File: src/rtl/timer_pkg.sv
// Shared register map, CTRL field positions, mode encodings and FSM state type for the countdown timer.
package timer_pkg;

    localparam logic [1:0] CTRL_ADDR   = 2'd0;
    localparam logic [1:0] PRESET_ADDR = 2'd1;
    localparam logic [1:0] COUNT_ADDR  = 2'd2;

    localparam int CTRL_EN      = 0;
    localparam int CTRL_MODE_LO = 1;
    localparam int CTRL_MODE_HI = 2;
    localparam int CTRL_IM      = 3;

    localparam logic [1:0] MODE_ONESHOT = 2'b00;
    localparam logic [1:0] MODE_RELOAD  = 2'b01;

    typedef enum logic [1:0] {
        ST_IDLE = 2'd0,
        ST_LOAD = 2'd1,
        ST_CNT  = 2'd2,
        ST_INT  = 2'd3
    } state_t;

    typedef struct packed {
        logic       im;
        logic [1:0] mode;
        logic       en;
    } ctrl_t;

endpackage

File: src/rtl/timer_dev_if.sv
// Single-cycle peripheral register bus for the timer plus its interrupt line.
interface timer_dev_if #(
    parameter int CNT_W = 32
);
    logic [1:0]       addr;
    logic             we;
    logic [CNT_W-1:0] wdata;
    logic [CNT_W-1:0] rdata;
    logic             irq;

    modport master (output addr, output we, output wdata, input rdata, input irq);
    modport slave  (input addr, input we, input wdata, output rdata, output irq);
endinterface

File: src/rtl/timer_dev.sv
// Programmable countdown timer with one-shot/auto-reload modes; writes land on the next edge, rdata is combinational.
// Latency: expiry flag N+2 edges after the EN-setting write, irq one edge later; no backpressure (always accepts).
module timer_dev
    import timer_pkg::*;
#(
    parameter int CNT_W = 32
) (
    input  logic        clk,
    input  logic        reset,
    timer_dev_if.slave  bus
);

    state_t           state_q, state_d;
    ctrl_t            ctrl_q, ctrl_d;
    logic [CNT_W-1:0] preset_q, preset_d;
    logic [CNT_W-1:0] count_q, count_d;
    logic             int_flag_q, int_flag_d;
    logic             irq_q, irq_d;

    logic ctrl_wr;
    logic preset_wr;
    logic fsm_set;
    logic fsm_clr_en;

    assign ctrl_wr   = bus.we && (bus.addr == CTRL_ADDR);
    assign preset_wr = bus.we && (bus.addr == PRESET_ADDR);

    always_comb begin
        bus.rdata = '0;
        case (bus.addr)
            CTRL_ADDR: begin
                bus.rdata[CTRL_EN]      = ctrl_q.en;
                bus.rdata[CTRL_MODE_LO] = ctrl_q.mode[0];
                bus.rdata[CTRL_MODE_HI] = ctrl_q.mode[1];
                bus.rdata[CTRL_IM]      = ctrl_q.im;
            end
            PRESET_ADDR: bus.rdata = preset_q;
            COUNT_ADDR:  bus.rdata = count_q;
            default:     bus.rdata = '0;
        endcase
    end

    assign bus.irq = irq_q;

    always_comb begin
        state_d    = state_q;
        count_d    = count_q;
        fsm_set    = 1'b0;
        fsm_clr_en = 1'b0;

        case (state_q)
            ST_IDLE: begin
                if (ctrl_q.en) state_d = ST_LOAD;
            end
            ST_LOAD: begin
                count_d = preset_q;
                state_d = ST_CNT;
            end
            ST_CNT: begin
                if (!ctrl_q.en) begin
                    state_d = ST_IDLE;
                end else if (count_q <= CNT_W'(1)) begin
                    // A preset of 0 expires exactly like a preset of 1.
                    count_d = '0;
                    fsm_set = 1'b1;
                    state_d = ST_INT;
                end else begin
                    count_d = count_q - CNT_W'(1);
                end
            end
            ST_INT: begin
                if (ctrl_q.mode == MODE_RELOAD) begin
                    state_d = ST_LOAD;
                end else begin
                    fsm_clr_en = 1'b1;
                    state_d    = ST_IDLE;
                end
            end
            default: state_d = ST_IDLE;
        endcase

        // Software writes override the one-shot self-disable.
        ctrl_d = ctrl_q;
        if (ctrl_wr) begin
            ctrl_d.en   = bus.wdata[CTRL_EN];
            ctrl_d.mode = {bus.wdata[CTRL_MODE_HI], bus.wdata[CTRL_MODE_LO]};
            ctrl_d.im   = bus.wdata[CTRL_IM];
        end else if (fsm_clr_en) begin
            ctrl_d.en = 1'b0;
        end

        preset_d = preset_wr ? bus.wdata : preset_q;

        // An expiry coinciding with an acknowledge is kept, never lost.
        int_flag_d = fsm_set | (int_flag_q & ~ctrl_wr);
        irq_d      = ctrl_q.im & int_flag_q;
    end

    always_ff @(posedge clk or negedge reset) begin
        if (!reset) begin
            state_q    <= ST_IDLE;
            ctrl_q     <= '0;
            preset_q   <= '0;
            count_q    <= '0;
            int_flag_q <= 1'b0;
            irq_q      <= 1'b0;
        end else begin
            state_q    <= state_d;
            ctrl_q     <= ctrl_d;
            preset_q   <= preset_d;
            count_q    <= count_d;
            int_flag_q <= int_flag_d;
            irq_q      <= irq_d;
        end
    end

endmodule

File: src/flat_wrapper.sv
// flat-port wrapper written by rule: the top's interface ports become plain ports
module timer_dev_flat import timer_pkg::*;
#(
    parameter int CNT_W = 32
)
  (clk, reset, bus_addr, bus_we, bus_wdata, bus_rdata, bus_irq);
  timer_dev_if #(.CNT_W(CNT_W)) bus_i ();
  input  logic clk;
  input  logic reset;
  input wire logic [$bits(bus_i.addr)-1:0] bus_addr;
  input wire logic [$bits(bus_i.we)-1:0] bus_we;
  input wire logic [$bits(bus_i.wdata)-1:0] bus_wdata;
  output wire logic [$bits(bus_i.rdata)-1:0] bus_rdata;
  output wire logic [$bits(bus_i.irq)-1:0] bus_irq;
  assign bus_i.addr = bus_addr;
  assign bus_i.we = bus_we;
  assign bus_i.wdata = bus_wdata;
  assign bus_rdata = bus_i.rdata;
  assign bus_irq = bus_i.irq;
  timer_dev #(.CNT_W(CNT_W)) u_core (.clk(clk), .reset(reset), .bus(bus_i));
endmodule
File: config.mk
export PLATFORM = sky130hd
export DESIGN_NAME = timer_dev_flat
export DESIGN_NICKNAME = d
export VERILOG_FILES = /design/src/rtl/timer_pkg.sv /design/src/rtl/timer_dev_if.sv /design/src/rtl/timer_dev.sv /design/src/flat_wrapper.sv
export SDC_FILE = /design/constraint.sdc
export NUM_CORES = 1
export LEC_CHECK = 0
export CAP_MARGIN = 20
export CORE_UTILIZATION = 30
export DETAILED_ROUTE_END_ITERATION = 12
export GPL_ROUTABILITY_DRIVEN = 0
export SLEW_MARGIN = 0
export SYNTH_ARGS = -nofsm -noshare
export SYNTH_HDL_FRONTEND = slang
export SYNTH_SLANG_ARGS = --single-unit
File: constraint.sdc
create_clock -name clk -period 3.44 [get_ports clk]
set_clock_uncertainty 0.1 [all_clocks]
set_input_delay 0.688 -clock clk [delete_from_list [all_inputs] [get_ports clk]]
set_output_delay 0.688 -clock clk [all_outputs]
set_load 0.005 [all_outputs]
# [Word-level counts from Yosys, hierarchy flattened]
# Index checks and enable logic that the tools add are counted.
[totals] ff_bits=72 inputBits=37 output_inout_bits=33
[classes] n_addsub=1 n_lt_le_gt_ge=1 n_eq_ne=9 muxes=17 bitwise=4 n_reduce_logical=8
[ops] op="32-bit two-way mux" n=2
[ops] op="32-bit case mux with 2 select lines" n=1
[ops] op="28-bit case mux with 2 select lines" n=1
[ops] op="32-bit by 1-bit less-or-equal comparator with 1-bit output, second input constant" n=1
[ops] op="32-bit by 1-bit subtractor with 32-bit output, second input constant" n=1
[ops] op="4-bit case mux with 3 select lines" n=1
[ops] op="1-bit two-way mux" n=8
[ops] op="2-bit case mux with 4 select lines" n=1
[ops] op="2-bit by 1-bit == test with 1-bit output, second input constant" n=3
[ops] op="2-bit == test, second input constant" n=3
[ops] op="2-bit two-way mux" n=3
[ops] op="2-bit logical NOT" n=2
[ops] op="2-bit by 1-bit != test with 1-bit output, second input constant" n=2
[ops] op="2-bit AND reduction" n=2
[ops] op="2-bit nonzero test" n=2
[ops] op="3-bit != test, second input constant" n=1
[ops] op="1-bit bitwise AND" n=2
[ops] op="1-bit logical AND" n=2
[ops] op="1-bit inverter" n=1
[ops] op="1-bit bitwise OR" n=1

# [Longest topological paths before layout]
[depth] depth_word=5 ltp_mapped=9 ltp_nobuf=7

# [Worst setup path after synthesis]
# No wires, ideal clock.
[synth_timing] path_kind="flip-flop to flip-flop" start="register u_core.count_q[0]" end="register u_core.count_q[28]" setup_ns=0.087 t_arrival_ns=2.232 t_required_ns=3.253 setup_slack_ns=1.022 stages_incl_launch_ff=8 path_buffers=0 synth_period_minus_slack_ns=2.418 cell_sequence="dfrtp_1 inv_1 ha_1 nor3b_1 nand3_1 or3_1 or4_1 o211ai_1"
[synth_between] elab_chain_cells=4 word_cells_on_any_way=5 cone_classes="add/sub (1); order compare (1); mux (3)"
[synth_rtl] element="start: declaration" line="timer_dev.sv:16" text="logic [CNT_W-1:0] count_q, count_d;"
[synth_rtl] element="start signal: assignment" line="timer_dev.sv:111" text="count_q <= count_d;"
[synth_rtl] element="32-bit by 1-bit subtractor with 32-bit output or 32-bit by 1-bit less-or-equal comparator with 1-bit output (tied branches)" line="timer_dev.sv:68, timer_dev.sv:62"
[synth_rtl] element="32-bit two-way mux (*)" line="timer_dev.sv:62" text="end else if (count_q <= CNT_W'(1)) begin"
[synth_rtl] element="32-bit two-way mux (*)" line="timer_dev.sv:60" text="if (!ctrl_q.en) begin"
[synth_rtl] element="32-bit case mux with 2 select lines (*)" line="timer_dev.sv:51" text="case (state_q)"
# Every way passes the cells marked *; elsewhere a longest branch is shown, timed or not. The select of a mux whose other input is x is not followed.
# A chain may end at the register's enable or synchronous reset.

# [Final worst setup path]
[layout_timing] start="input bus_addr[0]" end="output bus_rdata[3]"
[layout_between] elab_chain_cells=2 word_cells_on_any_way=4 cone_classes="eq/ne (2); mux (1); reduce/logical (1)"
[layout_rtl] element="start: declaration" line="flat_wrapper.sv:10" text="input wire logic [$bits(bus_i.addr)-1:0] bus_addr;"
[layout_rtl] element="2-bit == test (tied with other cells)" line="timer_dev.sv:30" text="case (bus.addr)"
[layout_rtl] element="4-bit case mux with 3 select lines (*)" line="timer_dev.sv:30"
[layout_rtl] element="end: declaration" line="flat_wrapper.sv:13" text="output wire logic [$bits(bus_i.rdata)-1:0] bus_rdata;"
# Every way passes the cells marked *; elsewhere a longest branch is shown, timed or not.

==> metrics <==
LEAKAGE=2.15 nW; die width=122 um; Min-Delay Path Class=input port to async pin; Worst Setup Slack, final=0.148 ns; Worst Setup Start Kind=input port; post-CTS setup buffers=0; Critical Path Fanout Max=32; PortBufs=69; Yosys cell types=54; Final ANT Viol Nets=0; first-pass GRT wire length=20400 um; Tcrit/Tclk final=95.7%; internal power=2.46 mW; grt total ovfl=0; CTS Buf Count=9; layout cells sized above 1=15.1%; H-Tree Level Count=3; Max-cap violations=0; Least-Margin Pin Slew=0.625 ns; Crit path arrival time=2.50 ns; post-DR vias/cell=5.72; clk sinks=72; row cnt=43; CP Capture Type=primary output; core area=0.0139 sq mm; WP data required=2.65 ns; hpwl dp=8320 um; Sw Ratio=38.7%; slew margin rel.=58.2%; CTS tree=yes; R2R Setup Slk=0.77 ns; pwr dens=719 mW/mm^2; Setup CP Type=input port to primary output; CTS root buf=clkbuf_16; Cells after Synth=449; Comb power frac=36.9%; vias in the first global route=3962; WL final=12600 um; reg-to-reg endpoint=u_core.count_q[3]$_DFFE_PN0P_; hold_buf cts=0; full die area=0.0148 sq mm; min Tclk post-route=3.29 ns; register area share after synthesis=41.9%; Critical R2R Launch=u_core.count_q[24]$_DFFE_PN0P_; total power=4.01 mW; post-cts sizing count=0; EDFF count, synth=0; via count=3973; FF+latch count, synth=72; area delta synth->final=29.6%; reg2reg path depth=6; outcome=finished clean; first-pass iteration count of the detailed router=8; Avg Inst Size Synth=9.57 sq um; Top-Level Pins=70; DR WL/cell=18.1 um; die height=122 um; asr flop ratio synth=100%; worst vdd ir=0.297 mV; DR iter-0 viols=317; initial antenna violation count=0; Clock Latency Late Sink=0.35 ns; area of the mapped netlist=0.00430 sq mm; Clk pwr share=25.0%; Psw=1.55 mW; largest net degree at the start of global routing=73; commonest register cell after synthesis=dfrtp_1; setup_tns=0 ns; Starting Density=30.8%; endpoints failing hold=0; Clock transition at path regs=0.06 ns; net count after synthesis=492; Total GRT Usage=17.9%; DRC Markers=0; share of power burned in registers=38.1%; pre-CTS WS=0.133 ns; endpoints failing setup=0; Max Clock Freq=0.304 GHz; RSZ-0062 raised after global routing=false; clock buffer depth=2; antenna cells=0; max-slew violation count=0; Nets=554; Syn. warnings=0
-- state kept, by name, indices dropped and copies added, names as in the netlist --
name and count:
u_core.int_flag_q 1, u_core.state_q 2, u_core.ctrl_q 4, u_core.bus.irq 1
u_core.count_q 32, u_core.preset_q 32
-- cells in the final DEF, fill, tap and decap left out, types with 4 or more instances in the layout --
master / Yosys / final
a21oi_1: 14 / 14
a221o_1: 5 / 5
a222oi_1: 4 / 4
a22oi_1: 36 / 36
a31oi_1: 7 / 7
buf_12: 0 / 4
buf_4: 1 / 12
clkbuf_16: 0 / 9
clkdlybuf4s50_1: 0 / 68
dfrtp_1: 72 / 72
ha_1: 6 / 6
inv_1: 14 / 14
mux2_2: 35 / 35
nand2_1: 29 / 29
nand3_1: 14 / 14
nand4_1: 11 / 11
nor2_1: 20 / 19
nor2b_1: 31 / 31
nor3_1: 11 / 11
nor4_1: 13 / 13
o211ai_1: 8 / 8
o21ai_0: 9 / 9
o21ai_1: 4 / 4
o31ai_1: 7 / 7
o41ai_1: 4 / 4
or3_1: 6 / 6
or4_1: 10 / 10
-- synth_stat cells, drive strengths merged (2+ instances only) --
cell / count / area (sq um)
ha: 6 / 75.1
or3: 6 / 37.5
mux2i: 3 / 30.0
mux2: 35 / 394
a22o: 3 / 26.3
buf: 7 / 33.8
o41ai: 4 / 35.0
o22ai: 3 / 18.8
a22oi: 36 / 270
nor4: 13 / 81.3
o31ai: 7 / 52.6
o21ai: 13 / 65.1
a21oi: 14 / 70.1
a221o: 5 / 50.1
inv: 14 / 52.6
a211o: 4 / 36.3
nor2: 20 / 75.1
or4: 12 / 97.6
a31oi: 7 / 43.8
nor2b: 31 / 194
o41a: 2 / 22.5
a2bb2oi: 3 / 26.3
nand3: 14 / 70.1
a32oi: 2 / 17.5
dfrtp: 72 / 1800
a222oi: 4 / 40.0
nor3: 13 / 75.1
nand2: 29 / 109
nand2b: 3 / 18.8
nand4: 12 / 81.3
a31o: 3 / 26.3
o211ai: 8 / 60.1
clkbuf: 28 / 105
-- through the flow --
stage                     hold slack [ns]  utilization [%]  std cells  area, sq um
after CTS                           0.291             39.8        694         5550
final                               0.268             39.9        695         5570
after floorplan                     0.292                -        449         4300
after global placement              0.373             37.6        679         5240
after detailed placement            0.388             37.6        679         5240
after global routing                0.295             39.9        695         5570
-- logic make-up after synthesis --
family / share of synthesized area [%]
simple gates: 21.1
compound gates: 20.9
flops: 41.9
buf+inv: 4.46
mux: 9.87
fa+ha+maj: 1.75
-- cell type report --
type | count | area (sq um)
Fill cell | 1372 | 8370
Multi-Input combinational cell | 328 | 2310
Sequential cell | 72 | 1800
Timing Repair Buffer | 86 | 871
Clock buffer | 9 | 225
Tap cell | 180 | 225
Clock inverter | 6 | 85.1
Inverter | 14 | 52.6
-- worst max-delay path by stage --
| stage | start | endpoint | slack (ns) | depth (start not counted) |
|---|---|---|---|---|
| after global routing | bus_addr[0] | bus_rdata[1] | 0.04 | 7 |
| after floorplan | u_core.count_q[0]$_DFFE_PN0P_ | u_core.count_q[28]$_DFFE_PN0P_ | 1.02 | 7 |
| after CTS | bus_addr[0] | bus_rdata[3] | 0.13 | 7 |
| final | bus_addr[0] | bus_rdata[3] | 0.15 | 7 |
| after detailed placement | bus_addr[0] | bus_rdata[3] | 0.13 | 7 |
| after global placement | bus_addr[0] | bus_rdata[22] | 0.19 | 7 |
-- power groups by stage --
| stage | combinational (mW) | clock (mW) | sequential, mW |
|---|---|---|---|
| 2_1_floorplan | 1.06 | 0 | 1.37 |
| 3_3_place_gp | 1.42 | 0 | 1.51 |
| 3_5_place_dp | 1.46 | 0 | 1.52 |
| 4_1_cts | 1.47 | 1.02 | 1.51 |
| 5_1_grt | 1.64 | 1.06 | 1.57 |
| 6_report | 1.48 | 1.00 | 1.53 |
-- per-layer routing --
layer | track usage, % | vias to the layer above | wire [um]
li1 | - | 1846 | -
met1 | 23.0 | 1950 | 5680
met2 | 28.8 | 152 | 5840
met3 | 4.78 | 25 | 807
met4 | 6.71 | 0 | 230
met5 | 0 | - | 0
-- critical path, cell delays in order --
cell and delay, ns:
clkdlybuf4s50_1 0.51, inv_1 0.08, ha_1 0.23, buf_12 0.18, a222oi_1 0.30, nor2_1 0.07, clkdlybuf4s50_1 0.45
(Power assumes the default switching activity.)
